===== config.mk =====
export PLATFORM = sky130hd
export DESIGN_NAME = settle_timer
export DESIGN_NICKNAME = d
export VERILOG_FILES = /design/src/rtl/settle_timer.sv
export SDC_FILE = /design/constraint.sdc
export NUM_CORES = 1
export LEC_CHECK = 0
export ABC_CLOCK_PERIOD_IN_PS = 2550
export CORE_AREA = 2 2 39 41
export CTS_BUF_LIST = sky130_fd_sc_hd__clkbuf_4
export CTS_CLUSTER_SIZE = 10
export DETAILED_ROUTE_END_ITERATION = 6
export DIE_AREA = 0 0 41 43
export HOLD_SLACK_MARGIN = 0.08
export PLACE_DENSITY = 0.55
export SYNTH_ARGS = -nofsm -noshare
export SYNTH_HDL_FRONTEND = slang
export SYNTH_SLANG_ARGS = --single-unit

===== constraint.sdc =====
create_clock -name clk -period 2.55 [get_ports clk]
set_clock_uncertainty 0.15 [all_clocks]
set_input_delay 0.765 -clock clk [delete_from_list [all_inputs] [get_ports clk]]
set_output_delay 0.765 -clock clk [all_outputs]
set_load 0.02 [all_outputs]

===== src/rtl/settle_timer.sv =====
// settle_timer: loadable down-counter that flags zero to end a settle window
module settle_timer #(
    parameter int SETTLE_CYCLES = 1
) (
    input  logic clk,
    input  logic rst_n,
    input  logic load,
    input  logic dec,
    output logic zero
);
    logic [7:0] cnt;

    always_ff @(posedge clk or negedge rst_n) begin
        if (!rst_n)
            cnt <= '0;
        else if (load)
            cnt <= 8'(SETTLE_CYCLES - 1);
        else if (dec && cnt != '0)
            cnt <= cnt - 8'd1;
    end

    assign zero = (cnt == '0);
endmodule


# [Word level (Yosys, flattened, before mapping)]
# Cells that the tools add are included.
# W data, S select, Z words.
[totals] reg_bits=8 in_bits=4 output_inout_bits=1
[op_classes] add_sub_neg=1 muxes=2 reduce_logical=4
[ops] operator="$mux W8" n=2
[ops] operator="$logic_not A8 Y1" n=1
[ops] operator="$reduce_bool A8 Y1" n=1
[ops] operator="$sub A8 B1 Y8 const B" n=1
[ops] operator="$reduce_bool A2 Y1" n=1
[ops] operator="$logic_and A1 B1 Y1" n=1

# [Depth between registers and ports, before layout]
[logic_depth] ltp_word=4 depth_mapped=5 depth_no_buf=5

# [Least setup slack after synthesis]
# OpenSTA, ideal clock, no wires.
[synth_path] path_type="reg-to-output" startpoint="reg cnt[0]" endpoint="out zero" path_slack_ns=0.295 required_ns=1.635 stages_incl_launch_ff=5 t_arrival_ns=1.340 path_buffers=0 cell_sequence="dfrtp_1 -> inv_1 -> ha_1 -> or3b_2 -> nor2_1"
[synth_between] elab_chain_cells=1
[synth_rtl] element="start: declaration" line="11" rtl="logic [7:0] cnt;"
[synth_rtl] element="start signal: assignment" line="17" rtl="cnt <= 8'(SETTLE_CYCLES - 1);"
[synth_rtl] element="start signal: assignment" line="19" rtl="cnt <= cnt - 8'd1;"
[synth_rtl] element="$logic_not A8 Y1" line="22" rtl="assign zero = (cnt == '0);"
[synth_rtl] element="end: declaration" line="9" rtl="output logic zero"
# No other way between the ends.

# [Final worst setup path]
# Ends and elaborated chain as after synthesis.

==> metrics.md <==
| Metric | Value |
|---|---|
| Initial Util | `between 30 and 40%` |
| Comb pwr share | `62.4%` |
| Routed Antenna Nets | `0` |
| # port buffers | `4` |
| Synthesis-to-layout area growth | `34.4%` |
| Dominant cells by area after synthesis | `dfrtp_1 43%, a21oi_1 7.6%, ha_1 5.4%, o21ai_0 4.3%, a211o_1 3.8%` |
| Antenna violations before repair | `0` |
| Vias | `roughly 420` |
| Cell Area, Placed | `about 600 µm²` |
| Synth Warn # | `0` |
| Max-slew violations | `0` |
| Startpoint types | `flop` |
| Ys async rst share | `100%` |
| Netlist Area Pre-Place | `roughly 460 µm²` |
| CTS Buffer Depth | `2` |
| Total track usage | `between 15 and 20%` |
| H-tree Lvls | `1` |
| EDFF count, synth | `0` |
| Library cells used by synthesis | `22` |
| Pwr Density | `roughly 1300 mW/mm²` |
| Top Registers | `cnt: 8 flops` |
| Die W | `between 40 and 50 µm` |
| Peak fanout along the critical path | `2` |
| Commonest register cell after synthesis | `dfrtp_1` |
| Worst path arrival time | `about 1.6 ns` |
| Max VDD drop | `around 0.43 mV` |
| Fin nets | `73` |
| Root Buffer | `clkbuf_4` |
| Area share of the largest cell type after synthesis | `between 40 and 50%` |
| CTS buffer count | `3` |
| Num rows | `14` |
| Synth Net Count | `54` |
| Synth area leader | `dfrtp_1` |
| Post-Route WL | `between 1000 and 1500 µm` |
| Pint | `a little under 500 µW` |
| First-pass GRT wire length | `~1800 µm` |
| CORE AREA | `0.00138 mm²` |
| Most common cell in the netlist | `dfrtp_1` |
| Clock Sinks | `8` |
| DRC | `0` |
| Required @ worst endpoint | `1.64 ns` |
| Largest Register | `cnt` |
| Crit. End Element | `output pin` |
| Pre-Repair DR Iteration Count | `4` |
| Die ar. | `0.00176 mm²` |
| Switching Power | `321 µW` |
| Period Utilization, post-route | `97.2%` |
| Max cap viols | `0` |
| RSZ-0062 raised after global routing | `no` |
| Status | `complete, no violations` |
| I/O pins | `5` |
| Reg2reg start | `cnt[0]$_DFFE_PN0P_` |
| Slew margin rel. | `between 50 and 60%` |
| Number of global-route vias before repair | `~400` |
| Synth top cells by count | `8 x dfrtp_1, 7 x a21oi_1, 4 x nand2_1, 4 x o21ai_0` |
| Global route overflow | `0` |
| Largest net degree at the start of global routing | `10` |
| TritonCTS clock tree | `yes` |
| Detailed Route Iter0 Violations | `2` |
| Footprint of the multi-input gates | `roughly 250 µm²` |
| Final Setup Violations | `0` |
| Crit. Startpoint | `cnt[0]$_DFFE_PN0P_` |
| Fin. Hold Viols | `0` |
| Cts hold-fix bufs | `0` |
| Clk pin slew, worst setup/hold paths | `0.06 ns` |
| Share of cells above drive strength 1 | `around 32%` |
| Drt wl/cell | `13.0 µm` |
| Power share of the clock group | `~12%` |
| Post-DP HPWL | `around 800 µm` |
| Antenna cells | `0` |
| Clk_lat worst skew | `0.26 ns` |
| Crit path time final | `roughly 2.5 ns` |
| Beginning of the worst hold path | `cnt[7]$_DFFE_PN0P_` |
| Pleak | `0.283 nW` |
| GP Congestion | `between 0.7 and 0.8` |
| Reg power frac | `approximately 25%` |
| Worst Max-Slew Pin Slew | `between 0.6 and 0.7 ns` |
| Yosys reg bits | `8` |
| Post-Layout Inst Area | `around 620 µm²` |
| Post-CTS setup buffer count | `0` |
| Sw frac | `around two fifths` |
| Vias per inst | `roughly 5.1` |
| Syn_area_per_cell | `between 9 and 10 µm²` |
| Mapped Cells | `48` |
| Max reg flops | `8` |
| Setup tns final | `0 ns` |
| Die extent in y | `43 µm` |
| Register area share after synthesis | `~43%` |
| FMAX | `between 400 and 500 MHz` |
| Filler Cell Count | `approximately 140` |
| Worst min path class | `flop to flop` |
| CP Class | `flop to output pin` |
| FF+latch area | `around 200 µm²` |
cell families after synthesis:
| kind of cell | synth area share [%] |
|---|---|
| buffers and inverters | 3.25 |
| muxes | 2.44 |
| DFF | 43.4 |
| adders and majority gates | 5.42 |
| AOI/OAI and AO/OA | 23.0 |
| and+or+nand+nor | 22.5 |
worst max-delay path: stages, from the launching register on:
cell and delay [ns]:
dfrtp_1 0.37, inv_1 0.08, ha_1 0.15, or3b_2 0.45, nor2_1 0.10, buf_4 0.15
per-layer routing:
metal	global-route usage (%)	up-vias	wire length, µm
li1	-	215	-
met1	19.9	191	491
met2	21.9	8	499
met5	0	-	0
met3	4.71	2	36
met4	10.0	0	22
cell usage in the layout (no fill, tap or decap), drive strengths merged:
cell type / netlist / layout
clkdlybuf4s50: 0 / 3
o31ai: 1 / 1
or3b: 1 / 1
ha: 2 / 2
or3: 1 / 1
buf: 1 / 12
or4: 3 / 3
clkbuf: 0 / 3
mux2: 1 / 1
inv: 3 / 3
dfrtp: 8 / 8
nor2: 3 / 3
or4b: 1 / 1
a211oi: 1 / 1
a21oi: 7 / 7
nand2: 4 / 4
nand3b: 1 / 1
nor4: 1 / 1
a21o: 1 / 1
nor3b: 1 / 1
o21ai: 4 / 4
a2111o: 1 / 1
a211o: 2 / 2
power by group through the flow:
stage	clock network (mW)	registers [mW]	logic, mW
floorplan	0	0.212	0.293
global placement	0	0.203	0.506
global route	0.111	0.211	0.549
finish	0.100	0.204	0.506
detailed placement	0	0.204	0.514
CTS	0.104	0.204	0.496
path summary, 6_finish.rpt:
path	endpoint	slack (ns)	cells after the start
worst max-delay path	zero	0.07	5
worst min-delay path	cnt[7]$_DFFE_PN0P_	0.44	2
worst max register to register	cnt[0]$_DFFE_PN0P_	0.57	5
worst min register to register	cnt[7]$_DFFE_PN0P_	0.44	2
max in group asynchronous	cnt[5]$_DFFE_PN0P_	1.32	1
min in group asynchronous	cnt[2]$_DFFE_PN0P_	0.64	1
what timing repair did:
action / 4_1_cts / 5_1_grt
pin swaps: 0 / 0
endpoints found under the hold margin: 0 / 0
gates resized for setup: 4 / 2
setup endpoints to repair: 1 / 1
through the flow:
step	cells	util (%)	hold slack, ns	setup slack, ns	power (mW)
after global placement	78	43.4	0.413	-0.0835	0.709
after CTS	81	44.7	0.441	0.0460	0.804
after global routing	81	44.8	0.466	0.00946	0.871
final	81	44.8	0.436	0.0716	0.811
after floorplan	48	-	0.319	0.295	0.506
after detailed placement	78	43.4	0.434	-0.111	0.718
cell type report:
class / count / area share (%)
multi-input cells: 36 / 39.7
repair buffers: 15 / 19.4
clock buffers: 3 / 3.63
flip-flops and latches: 8 / 32.3
well taps: 16 / 3.23
inverters: 3 / 1.81
No activity file was read; power rests on OpenSTA's default activity.
